[config.mk]
export PLATFORM = sky130hd
export DESIGN_NAME = btn_nav_controller
export DESIGN_NICKNAME = d
export VERILOG_FILES = /design/src/rtl/nav_pkg.sv /design/src/rtl/nav_pos_counter.sv /design/src/rtl/btn_nav_controller.sv
export SDC_FILE = /design/constraint.sdc
export NUM_CORES = 1
export LEC_CHECK = 0
export ABC_AREA = 1
export CAP_MARGIN = 20
export CORE_ASPECT_RATIO = 0.7
export CORE_UTILIZATION = 38
export DETAILED_ROUTE_END_ITERATION = 12
export PLACE_DENSITY = 0.56
export SYNTH_ARGS = -nofsm -noshare
export SYNTH_HDL_FRONTEND = slang
export SYNTH_SLANG_ARGS = --single-unit
[constraint.sdc]
create_clock -name clk -period 1.8 [get_ports clk]
set_clock_uncertainty 0.1 [all_clocks]
set_input_delay 0.36 -clock clk [delete_from_list [all_inputs] [get_ports clk]]
set_output_delay 0.36 -clock clk [all_outputs]
set_load 0.01 [all_outputs]
[src/rtl/nav_pkg.sv]
// Shared types for the button navigation sequencer: FSM states and the
// cursor direction encoding used by the controller and its position counter.
package nav_pkg;

    typedef enum logic [2:0] {
        IDLE       = 3'd0,
        PRESS      = 3'd1,
        REPEAT     = 3'd2,
        ENTER_HOLD = 3'd3,
        WAIT_REL   = 3'd4
    } nav_state_e;

    localparam logic DIR_LEFT  = 1'b0;
    localparam logic DIR_RIGHT = 1'b1;

    // Number of buttons currently asserted, used to detect chords.
    function automatic logic [1:0] count_active(input logic a, input logic b, input logic c);
        return {1'b0, a} + {1'b0, b} + {1'b0, c};
    endfunction

endpackage

[src/rtl/nav_pos_counter.sv]
// Modulo-N_POS up/down cursor counter with synchronous clear; the wrap at
// both ends keeps the value inside 0..N_POS-1 even when N_POS is not a power of two.
module nav_pos_counter
    import nav_pkg::*;
#(
    parameter int N_POS = 8,
    parameter int POS_W = $clog2(N_POS)
) (
    input  logic             clk,
    input  logic             rst_n,
    input  logic             clear_i,
    input  logic             step_i,
    input  logic             dir_i,
    output logic [POS_W-1:0] pos_o
);

    localparam logic [POS_W-1:0] POS_LAST = POS_W'(N_POS - 1);

    logic [POS_W-1:0] pos_q;
    logic [POS_W-1:0] pos_d;

    always_comb begin
        pos_d = pos_q;
        if (clear_i) begin
            pos_d = '0;
        end else if (step_i) begin
            if (dir_i == DIR_RIGHT) begin
                pos_d = (pos_q == POS_LAST) ? '0 : pos_q + POS_W'(1);
            end else begin
                pos_d = (pos_q == '0) ? POS_LAST : pos_q - POS_W'(1);
            end
        end
    end

    always_ff @(posedge clk) begin
        if (!rst_n) begin
            pos_q <= '0;
        end else begin
            pos_q <= pos_d;
        end
    end

    assign pos_o = pos_q;

endmodule

[src/rtl/btn_nav_controller.sv]
// Turns debounced left/right/enter levels into cursor steps with auto-repeat,
// short-press selections and a long-press clear pulse. All outputs are registered.
module btn_nav_controller
    import nav_pkg::*;
#(
    parameter  int N_POS      = 8,
    parameter  int DELAY_CYC  = 25_000_000,
    parameter  int REPEAT_CYC = 5_000_000,
    parameter  int HOLD_CYC   = 100_000_000,
    parameter  int CNT_W      = 27,
    localparam int POS_W      = $clog2(N_POS)
) (
    input  logic             clk,
    input  logic             rst_n,
    input  logic             left_lvl,
    input  logic             right_lvl,
    input  logic             enter_lvl,
    output logic [POS_W-1:0] pos,
    output logic             step_pulse,
    output logic             step_dir,
    output logic             select_pulse,
    output logic [POS_W-1:0] sel_pos,
    output logic             clear_pulse,
    output logic             busy
);

    localparam logic [CNT_W-1:0] DELAY_LAST  = CNT_W'(DELAY_CYC - 1);
    localparam logic [CNT_W-1:0] REPEAT_LAST = CNT_W'(REPEAT_CYC - 1);
    localparam logic [CNT_W-1:0] HOLD_LAST   = CNT_W'(HOLD_CYC - 1);

    nav_state_e       state_q, state_d;
    logic [CNT_W-1:0] cnt_q, cnt_d;
    logic             held_dir_q, held_dir_d;
    logic             step_dir_q, step_dir_d;
    logic             step_pulse_q, step_pulse_d;
    logic             select_pulse_q, select_pulse_d;
    logic             clear_pulse_q, clear_pulse_d;
    logic             busy_q, busy_d;
    logic [POS_W-1:0] sel_pos_q, sel_pos_d;

    logic             step_en;
    logic             pos_clear;
    logic [1:0]       n_active;
    logic             held_lvl;
    logic             other_lvl;
    logic [CNT_W-1:0] cnt_last;

    assign n_active  = count_active(left_lvl, right_lvl, enter_lvl);
    assign held_lvl  = (held_dir_q == DIR_RIGHT) ? right_lvl : left_lvl;
    assign other_lvl = enter_lvl | ((held_dir_q == DIR_RIGHT) ? left_lvl : right_lvl);
    assign cnt_last  = (state_q == PRESS) ? DELAY_LAST : REPEAT_LAST;

    // Release and chord checks come before the repeat match so a button
    // released on the match edge never produces a late step.
    always_comb begin
        state_d        = state_q;
        cnt_d          = cnt_q;
        held_dir_d     = held_dir_q;
        step_dir_d     = step_dir_q;
        sel_pos_d      = sel_pos_q;
        step_en        = 1'b0;
        pos_clear      = 1'b0;
        select_pulse_d = 1'b0;
        clear_pulse_d  = 1'b0;

        unique case (state_q)
            IDLE: begin
                if (n_active >= 2'd2) begin
                    state_d = WAIT_REL;
                end else if (left_lvl || right_lvl) begin
                    held_dir_d = right_lvl ? DIR_RIGHT : DIR_LEFT;
                    step_en    = 1'b1;
                    step_dir_d = right_lvl ? DIR_RIGHT : DIR_LEFT;
                    cnt_d      = '0;
                    state_d    = PRESS;
                end else if (enter_lvl) begin
                    cnt_d   = '0;
                    state_d = ENTER_HOLD;
                end
            end
            PRESS, REPEAT: begin
                if (!held_lvl) begin
                    state_d = IDLE;
                end else if (other_lvl) begin
                    state_d = WAIT_REL;
                end else if (cnt_q == cnt_last) begin
                    step_en    = 1'b1;
                    step_dir_d = held_dir_q;
                    cnt_d      = '0;
                    state_d    = REPEAT;
                end else begin
                    cnt_d = cnt_q + CNT_W'(1);
                end
            end
            ENTER_HOLD: begin
                if (left_lvl || right_lvl) begin
                    state_d = WAIT_REL;
                end else if (!enter_lvl) begin
                    select_pulse_d = 1'b1;
                    sel_pos_d      = pos;
                    state_d        = IDLE;
                end else if (cnt_q == HOLD_LAST) begin
                    clear_pulse_d = 1'b1;
                    pos_clear     = 1'b1;
                    state_d       = WAIT_REL;
                end else begin
                    cnt_d = cnt_q + CNT_W'(1);
                end
            end
            WAIT_REL: begin
                if (n_active == 2'd0) begin
                    state_d = IDLE;
                end
            end
            default: begin
                state_d = IDLE;
            end
        endcase

        step_pulse_d = step_en;
        busy_d       = (state_d != IDLE);
    end

    always_ff @(posedge clk) begin
        if (!rst_n) begin
            state_q        <= IDLE;
            cnt_q          <= '0;
            held_dir_q     <= DIR_LEFT;
            step_dir_q     <= DIR_LEFT;
            step_pulse_q   <= 1'b0;
            select_pulse_q <= 1'b0;
            clear_pulse_q  <= 1'b0;
            busy_q         <= 1'b0;
            sel_pos_q      <= '0;
        end else begin
            state_q        <= state_d;
            cnt_q          <= cnt_d;
            held_dir_q     <= held_dir_d;
            step_dir_q     <= step_dir_d;
            step_pulse_q   <= step_pulse_d;
            select_pulse_q <= select_pulse_d;
            clear_pulse_q  <= clear_pulse_d;
            busy_q         <= busy_d;
            sel_pos_q      <= sel_pos_d;
        end
    end

    nav_pos_counter #(
        .N_POS (N_POS),
        .POS_W (POS_W)
    ) u_pos (
        .clk     (clk),
        .rst_n   (rst_n),
        .clear_i (pos_clear),
        .step_i  (step_en),
        .dir_i   (step_dir_d),
        .pos_o   (pos)
    );

    assign step_pulse   = step_pulse_q;
    assign step_dir     = step_dir_q;
    assign select_pulse = select_pulse_q;
    assign sel_pos      = sel_pos_q;
    assign clear_pulse  = clear_pulse_q;
    assign busy         = busy_q;

endmodule

# Word level (Yosys, flattened, before mapping)
# Cells that the tools add are included.
[totals] output_inout_bits=11 ff_bits=42 in_bits=5 word_cells=93
[classes] n_eq_ne=14 bitwise_logic=6 muxes=45 n_lt_le_gt_ge=1 add_sub_neg=5 n_reduce_logical=12
[ops] cell="27-bit 2-to-1 mux" n=9
[ops] cell="27-bit case mux with 3 select lines" n=1
[ops] cell="3-bit 2-to-1 mux" n=13
[ops] cell="27-bit by 1-bit adder with 27-bit output, second input constant" n=1
[ops] cell="27-bit by 25-bit equality test with 1-bit output" n=1
[ops] cell="27-bit equality test, second input constant" n=1
[ops] cell="25-bit 2-to-1 mux" n=1
[ops] cell="1-bit 2-to-1 mux" n=18
[ops] cell="2-bit inequality test, second input constant" n=6
[ops] cell="3-bit case mux with 4 select lines" n=1
[ops] cell="8-bit AND reduction" n=1
[ops] cell="3-bit by 2-bit equality test with 1-bit output, second input constant" n=2
[ops] cell="3-bit equality test, second input constant" n=2
[ops] cell="3-bit logical NOT" n=2
[ops] cell="3-bit AND reduction" n=2
[ops] cell="3-bit nonzero test" n=2
[ops] cell="1-bit inverter" n=5
[ops] cell="1-bit case mux with 2 select lines" n=2
[ops] cell="2-bit OR reduction" n=2
[ops] cell="3-bit by 1-bit adder with 3-bit output, second input constant" n=1
[ops] cell="3-bit by 1-bit equality test with 1-bit output, second input constant" n=1
[ops] cell="3-bit inequality test, second input constant" n=1
[ops] cell="3-bit OR reduction" n=1
[ops] cell="3-bit by 1-bit subtractor with 3-bit output, second input constant" n=1
[ops] cell="other kinds (6)" n=6

# Longest topological paths before layout
[logic_depth] word_depth=8 ltp_mapped=15 mapped_depth_nobuf=14

# Hierarchy
# Synthesis repeated with hierarchy kept, for this count alone.
[hier_totals] cells_unflattened=448 hier_area_um2=2710.1
[by_module_without_submodules] module="btn_nav_controller" seq_area_each_um2=780.7 instances=1 cells_per_inst=409 area_each_um2=2472.4
[by_module_without_submodules] module="nav_pos_counter" seq_area_each_um2=60.1 instances=1 cells_per_inst=39 area_each_um2=237.7

# Least setup slack after synthesis
# No wires, ideal clock.
[synth_path] path_type="input port to flip-flop" startpoint="input port left_lvl" endpoint="register cnt_q[22]" required_ns=1.586 n_path_buf=1 t_arrival_ns=1.765 setup_slack_ns=-0.179 path_stages=9 setup_time_ns=0.114 cell_sequence="fa_1 a21oi_1 nand2_2 nor2_4 nand2_2 buf_4 nor2_1 xor2_1 nor2_1"
[synth_between] elab_chain_len=5 elab_cells_between_ends=16 cone_classes="add/sub: 2; order compare: 1; eq/ne: 5; mux: 5; bitwise: 1; reduce/logical: 2"
[synth_lines] element="start, declared" line="btn_nav_controller.sv:15" rtl="input logic left_lvl,"
[synth_lines] element="1-bit by 1-bit adder with 2-bit output" line="nav_pkg.sv:18" rtl="return {1'b0, a} + {1'b0, b} + {1'b0, c};"
[synth_lines] element="2-bit by 1-bit adder with 2-bit output" line="nav_pkg.sv:18"
[synth_lines] element="2-bit >= comparator" line="btn_nav_controller.sv:68" rtl="if (n_active >= 2'd2) begin"
[synth_lines] element="2-bit inequality test (no source line)"
[synth_lines] element="8-bit AND reduction (no source line)"
[synth_lines] element="end signal, assigned" line="btn_nav_controller.sv:137" rtl="cnt_q <= cnt_d;"
[synth_lines] element="end, declared" line="btn_nav_controller.sv:32" rtl="logic [CNT_W-1:0] cnt_q, cnt_d;"
# Parallel ways exist; a longest one is shown, timed or not. The select of a mux whose other input is x is not followed.
# A chain may end at the register's enable or synchronous reset.

# Final worst setup path
[layout_path] startpoint="register cnt_q[0]" endpoint="register cnt_q[11]"
[layout_between] elab_chain_len=5 elab_cells_between_ends=12 cone_classes="add/sub: 1; eq/ne: 3; mux: 7; reduce/logical: 1"
[layout_lines] element="27-bit by 1-bit adder with 27-bit output / 27-bit by 25-bit equality test with 1-bit output (equally long branches)" line="btn_nav_controller.sv:92, btn_nav_controller.sv:107, btn_nav_controller.sv:86"
[layout_lines] element="27-bit 2-to-1 mux, on equally long branches" line="btn_nav_controller.sv:102, btn_nav_controller.sv:86"
[layout_lines] element="27-bit 2-to-1 mux, on equally long branches" line="btn_nav_controller.sv:98, btn_nav_controller.sv:84"
[layout_lines] element="27-bit 2-to-1 mux, on equally long branches" line="btn_nav_controller.sv:96, btn_nav_controller.sv:82"
[layout_lines] element="27-bit case mux with 3 select lines" line="btn_nav_controller.sv:66" rtl="unique case (state_q)"
# Parallel ways exist; a longest one is shown, timed or not. The select of a mux whose other input is x is not followed.

==> results.json <==
{
  "outcome": "finished with violations",
  "violations": "negative setup slack",
  "drc": 0,
  "crit_path_max_fanout": 8,
  "powerDensity_nw_per_um2": 552.7,
  "avgRoutedWirePerCell_um": 13.84,
  "grt_pass1_wl_um": 13990,
  "tritoncts": "yes",
  "min_to": "cnt_q[5]",
  "synth_area_per_cell_um2": 6.486,
  "setup_tns_ps": -4542,
  "hold_viol": 0,
  "drv_cap": 0,
  "timing.hold.ws_ps": 428.3,
  "rsz0062_at_grt": "true",
  "hold_start": "cnt_q[5]",
  "synthTopCellsByArea": "dfxtp_1 30%, nand2_1 13%, nor2_1 8.7%, inv_1 6.6%, nand3_1 4.8%",
  "synth_nets": 441,
  "start_util_pct": 40.34,
  "vias_per_cell": 4.908,
  "yosysTopAreaCell": "dfxtp_1",
  "dp_cells": 621,
  "arrival_ps": 2120,
  "io_pins": 16,
  "synth_ff_type": "dfxtp_1",
  "power_frac_comb_pct": 28.0,
  "holdPathStages": 2,
  "fin_crit_ps": 2001,
  "synthArstFlopShare_pct": 0,
  "reg2reg_depth": 12,
  "setup_violations": 34,
  "grt_max_degree": 17,
  "yosysTopAreaCellShare_pct": 30.15,
  "leakage_nw": 1.802,
  "slew_headroom_pct": 70.34,
  "yosysUniqueCellTypes": 42,
  "die_h_um": 73.68,
  "fin_crit_sh_pct": 111.2,
  "total_power_mw": 2.287,
  "die_x_um": 104.4,
  "gpl.final_weighted_congestion": 0.8535,
  "clkLatencyLatePin_ps": 310,
  "cts.hold.buffers_added": 0,
  "stdcell_count": 638,
  "dpl_cell_area_um2": 3736,
  "p_sw_share_pct": 33.48,
  "ctsLongestPathBuffers": 2,
  "yosysSeqAreaShare_pct": 30.15,
  "finalMaxSlewViolations": 0,
  "grt_antenna_before_repair": 0,
  "synth_edf_count": 0,
  "design_area_um2": 4139,
  "p_switching_uw": 765.8,
  "routed_wl_um": 8828,
  "grt_overflow": 0,
  "hp-class": "flip-flop to flip-flop",
  "cts_made_buffers": 5,
  "post-dp-hpwl_um": 6567,
  "internal_power_mw": 1.522,
  "timing.rr.end": "cnt_q[11]",
  "max_freq_mhz": 499.8,
  "clock_sinks": 42,
  "rows": 25,
  "root_buffer": "clkbuf_8",
  "ant_nets": 0,
  "r2r-start": "cnt_q[0]",
  "portBuffers": 15,
  "cp-start-kind": "flip-flop",
  "worstMarginPinSlew_ps": 444.4,
  "reg2reg_slack_ps": -200,
  "seqPwrFrac_pct": 43.2,
  "diodes": 0,
  "dr.first_iter.drc_count": 203,
  "yosys_register_bits": 42,
  "synth_cells": 430,
  "syn-cell-area_um2": 2789,
  "final_nets": 554,
  "synth_warnings": 0,
  "vdd_drop_max_v": 0.0003980,
  "setup.worst_path.class": "flip-flop to flip-flop",
  "cp.required_ps": 1920,
  "worst_slack_ps": -200.8,
  "path_clk_slew_ps": 90,
  "core-area_um2": 6913,
  "dp_slack_ps": -647.4,
  "cts-htree-levels": 2,
  "track_usage_pct": 23.84,
  "fin_util_pct": 59.87,
  "floorplan.die_area_um2": 7691,
  "clkPwrFrac_pct": 28.8,
  "via_count": 3131,
  "drive_gt1_share_pct": 34.38,
  "dr.pass1.iters": 5,
  "area_growth_pct": 48.41,
  "end_kind": "flip-flop",
  "grt_pass1_vias": 2747
}
critical path, cell delays in order (launching register included):
cell     delay [ps]
dfxtp_2         360
ha_4            150
nand3_4          90
nor2_4          150
inv_2            70
nor2_4          150
nand4_1         210
nand2_4         190
buf_12          150
nor2_1           40
o21a_1          160
nand2_1          60
inv_1            30
logic make-up after synthesis:
group / synth area share, %
fa+ha+maj: 2.961
flops: 30.15
xor+xnor: 3.768
compound gates: 10.50
buf+inv: 10.36
simple gates: 42.26
cells in the mapped netlist (4+ instances only):
cell type  number
nor2_1         65
nor3_1         14
ha_1            5
nand4_1        13
xor2_1         10
a21oi_1        25
nand3_1        27
nand2_2         5
inv_1          49
o21ai_0        18
dfxtp_1        42
inv_2           5
nor2_2          4
nor2_4          5
nand2_1       100
per-layer routing:
layer,global-route usage [%],part of all wire [%]
met1,37.36,52
met5,0,0
met2,33.04,39
met4,4.921,0.58
met3,4.437,8.6
cell usage in the layout (no fill, tap or decap), types with 7 or more instances in the layout:
master	n
a21oi_1	19
nand2_1	94
nand3_1	17
inv_1	48
nor3_1	13
nor2_4	7
dfxtp_1	38
clkdlybuf4s50_1	12
buf_6	7
xor2_1	10
nor2_1	55
nor2_2	12
nand4_1	13
nand3_2	10
o21ai_0	13
buf_4	91
repair_timing:
action                     4_1_cts  5_1_grt
setup endpoints to repair       36       36
gates cloned                     1        1
pin swaps                       18        7
resized for setup               45       21
setup buffers                    6        1
worst max-delay path by stage:
| stage | slack [ps] | end | start | depth (start not counted) |
|---|---|---|---|---|
| after CTS | -180 | busy | cnt_q[0] | 13 |
| after global routing | -330 | cnt_q[11] | cnt_q[0] | 12 |
| after detailed placement | -650 | cnt_q[9] | enter_lvl | 11 |
| after floorplan | -60 | cnt_q[6] | enter_lvl | 10 |
| final | -200 | cnt_q[11] | cnt_q[0] | 12 |
| after global placement | -650 | u_pos.pos_o[1] | enter_lvl | 11 |
sequential cells by signal (all words and copies together) (netlist names):
signal        count
step_pulse        1
sel_pos           3
select_pulse      1
step_dir          1
state_q           3
clear_pulse       1
busy              1
u_pos.pos_o       3
cnt_q            27
held_dir_q        1
area by class of cell:
| type | count | area [um^2] |
|---|---|---|
| inverter | 55 | 221.5 |
| clock inverter | 3 | 21.27 |
| timing repair inverter | 1 | 8.758 |
| multi-input combinational | 322 | 1886 |
| clock buffer | 5 | 68.82 |
| timing repair buffer | 116 | 969.7 |
| tap | 94 | 117.6 |
| fill | 651 | 2774 |
| sequential | 42 | 845.8 |
power groups by stage:
stage | clock network (mW) | registers, mW | logic (mW)
after floorplan | 0 | 1.01 | 0.302
after global placement | 0 | 1.01 | 0.519
after detailed placement | 0 | 1.01 | 0.523
after CTS | 0.669 | 0.988 | 0.587
after global routing | 0.696 | 0.993 | 0.698
final | 0.658 | 0.989 | 0.641
Note: power is estimated with default switching activity, not from simulation.
==> RTL change: new RTL, same flow settings <==
Change the parameter `CNT_W` from 27 to 31.
--- a/src/rtl/btn_nav_controller.sv
+++ b/src/rtl/btn_nav_controller.sv
@@ -9,3 +9,3 @@
     parameter  int HOLD_CYC   = 100_000_000,
-    parameter  int CNT_W      = 27,
+    parameter  int CNT_W      = 31,
     localparam int POS_W      = $clog2(N_POS)
Check against the original RTL: same outputs for any inputs over 10 cycles, from zero or initial values and one cycle with rst_n low; that may be too few to reach the edited logic, so the function may still have changed.
==> RTL change against the original RTL <==
  * The flow still finishes with violations (setup timing)
  * Routed wire length up 32%
  * Worst setup slack gained 22 ps
  * Die area up 7.2%
  * Critical path depth decreased by 2
  * Area after synthesis up 7.4%
  * Sequential power rose by 10%
  * First-iteration DRC count grew 77%
  * Power up 19%
  * Design area up 25%
  * Global-route usage is 4.3 points higher
  * Worst hold slack lost 19 ps
  * Sequential cell count is 4 higher
  * Critical path type unchanged
  * Critical endpoint is now state_q[2]
  * Largest cell class unchanged
==> RTL change: results (changes against the original RTL) <==
stage;metric;value;unit;change
final_layout;layout-drive-gt1-share;49.77;%;+15 points
power;irDropWorstVdd;0.3926;mV;-1.4%
global_routing;grt_pass1_wl;17.96;mm;+28%
power;leakage;2.197;nW;+22%
worst_setup_path;cp_max_fo;4;;-4
placed_design;place_congestion;0.9776;;+15%
logic_synthesis;synth_fp_nets;490;;+11%
outcome;status;finished with violations;;
worst_setup_path;cp_data_arrival_time;2100;ps;-20 ps
timing;fin_ws;-178.5;ps;+22.29 ps
detailed_routing;vias;3850;;+23%
logic_synthesis;synthesis.instances;479;;+11%
placed_design;dp_cells;714;;+15%
timing;finalSetupViolations;37;;+8.8%
power;p_sw_share;34.72;%;+1.2 points
global_routing;grt_pass1_vias;3644;;+33%
detailed_routing;drt_iter0_markers;360;;+77%
floorplanning;coreArea;7450;um^2;+7.8%
final_layout;largest_register_ffs;31;;+15%
logic_synthesis;seq_area_frac_synth;30.76;%;+0.61 points
logic_synthesis;synthTopCellsByCount;nand2_1, nor2_1, inv_1;;
logic_synthesis;synth.distinct_cells;35;;-17%
detailed_routing;routed_wl;11.66;mm;+32%
placed_design;place_area;4194;um^2;+12%
placed_design;hpwl;8.237;mm;+25%
final_layout;stdcell_count;745;;+17%
final_layout;fin_nets;657;;+19%
outcome;violations;setup timing;;
==> RTL change: cell types whose count changed after synthesis, sizes merged, moves of 3 or more <==
cell and change:
nand2 +7, dfxtp +4, buf -6, xor2 -5
o21bai +3, o2111ai +3, nor3 +6, nor2 +16
nand4 +4, inv +8, a21oi +8
==> RTL change: kinds of logic after synthesis <==
logic type / count (synthesis) / share of synthesized area, %
compound gates: 67 / 12.37
simple gates: 284 / 42.92
buf+inv: 69 / 9.152
fa+ha+maj: 6 / 2.758
xor+xnor: 7 / 2.048
flops: 46 / 30.76
==> RTL change: power by group through the flow <==
| stage | clock network (mW) | logic (mW) | registers (mW) |
|---|---|---|---|
| CTS | 0.719 | 0.751 | 1.09 |
| floorplan | 0 | 0.317 | 1.11 |
| finish | 0.702 | 0.928 | 1.09 |
| global placement | 0 | 0.599 | 1.11 |
| global route | 0.776 | 0.995 | 1.10 |
| detailed placement | 0 | 0.606 | 1.11 |
==> RTL change: layout make-up <==
cell class / count / area, um^2
repair buffers: 164 / 1391
clock inverters: 3 / 25.02
well taps: 98 / 122.6
multi-input cells: 364 / 2347
flip-flops and latches: 46 / 958.4
fillers: 619 / 2266
inverters: 64 / 261.5
clock buffers: 5 / 68.82
repair inverters: 1 / 8.758
==> RTL change: per-layer routing <==
layer	vias to the layer above	share of wire [%]	track usage, %
met5	-	0	0
met4	0	0.81	4.521
met3	13	8.0	6.501
met2	143	44	40.96
met1	1789	47	42.27
li1	1905	-	-
==> RTL change: final timing paths <==
path,startpoint,endpoint,cells past startpoint
worst max-delay path,cnt_q[1],state_q[2],10
worst min-delay path,held_dir_q,held_dir_q,2
worst max register to register,cnt_q[1],state_q[2],10
worst min register to register,held_dir_q,held_dir_q,2
==> RTL change: critical path, cell delays in order, from the launching register on <==
cell and delay (ps):
dfxtp_2 370, ha_4 150, nand2_4 60, nor2_4 170, nand3_2 120, nor2_4 140
buf_6 120, a21oi_1 60, o21ai_1 150, nand4_1 220, and2_1 210
==> RTL change: timing repair <==
action,in CTS,in global routing
gates resized for setup,110,105
hold endpoints to repair,0,0
pin swaps,22,42
setup endpoints to repair,41,42
setup buffers,11,11
gates cloned,2,0
==> RTL change: through the flow <==
| step | hold slack [ps] | TNS (ps) | worst slack, ps |
|---|---|---|---|
| after floorplan | 369.9 | -10.38 | -5.781 |
| after global placement | 405.9 | -25300 | -755.9 |
| after detailed placement | 404.5 | -26190 | -766.9 |
| after CTS | 408.6 | -1776 | -143.4 |
| after global routing | 430.9 | -7081 | -238.7 |
| final | 409.4 | -2942 | -178.5 |
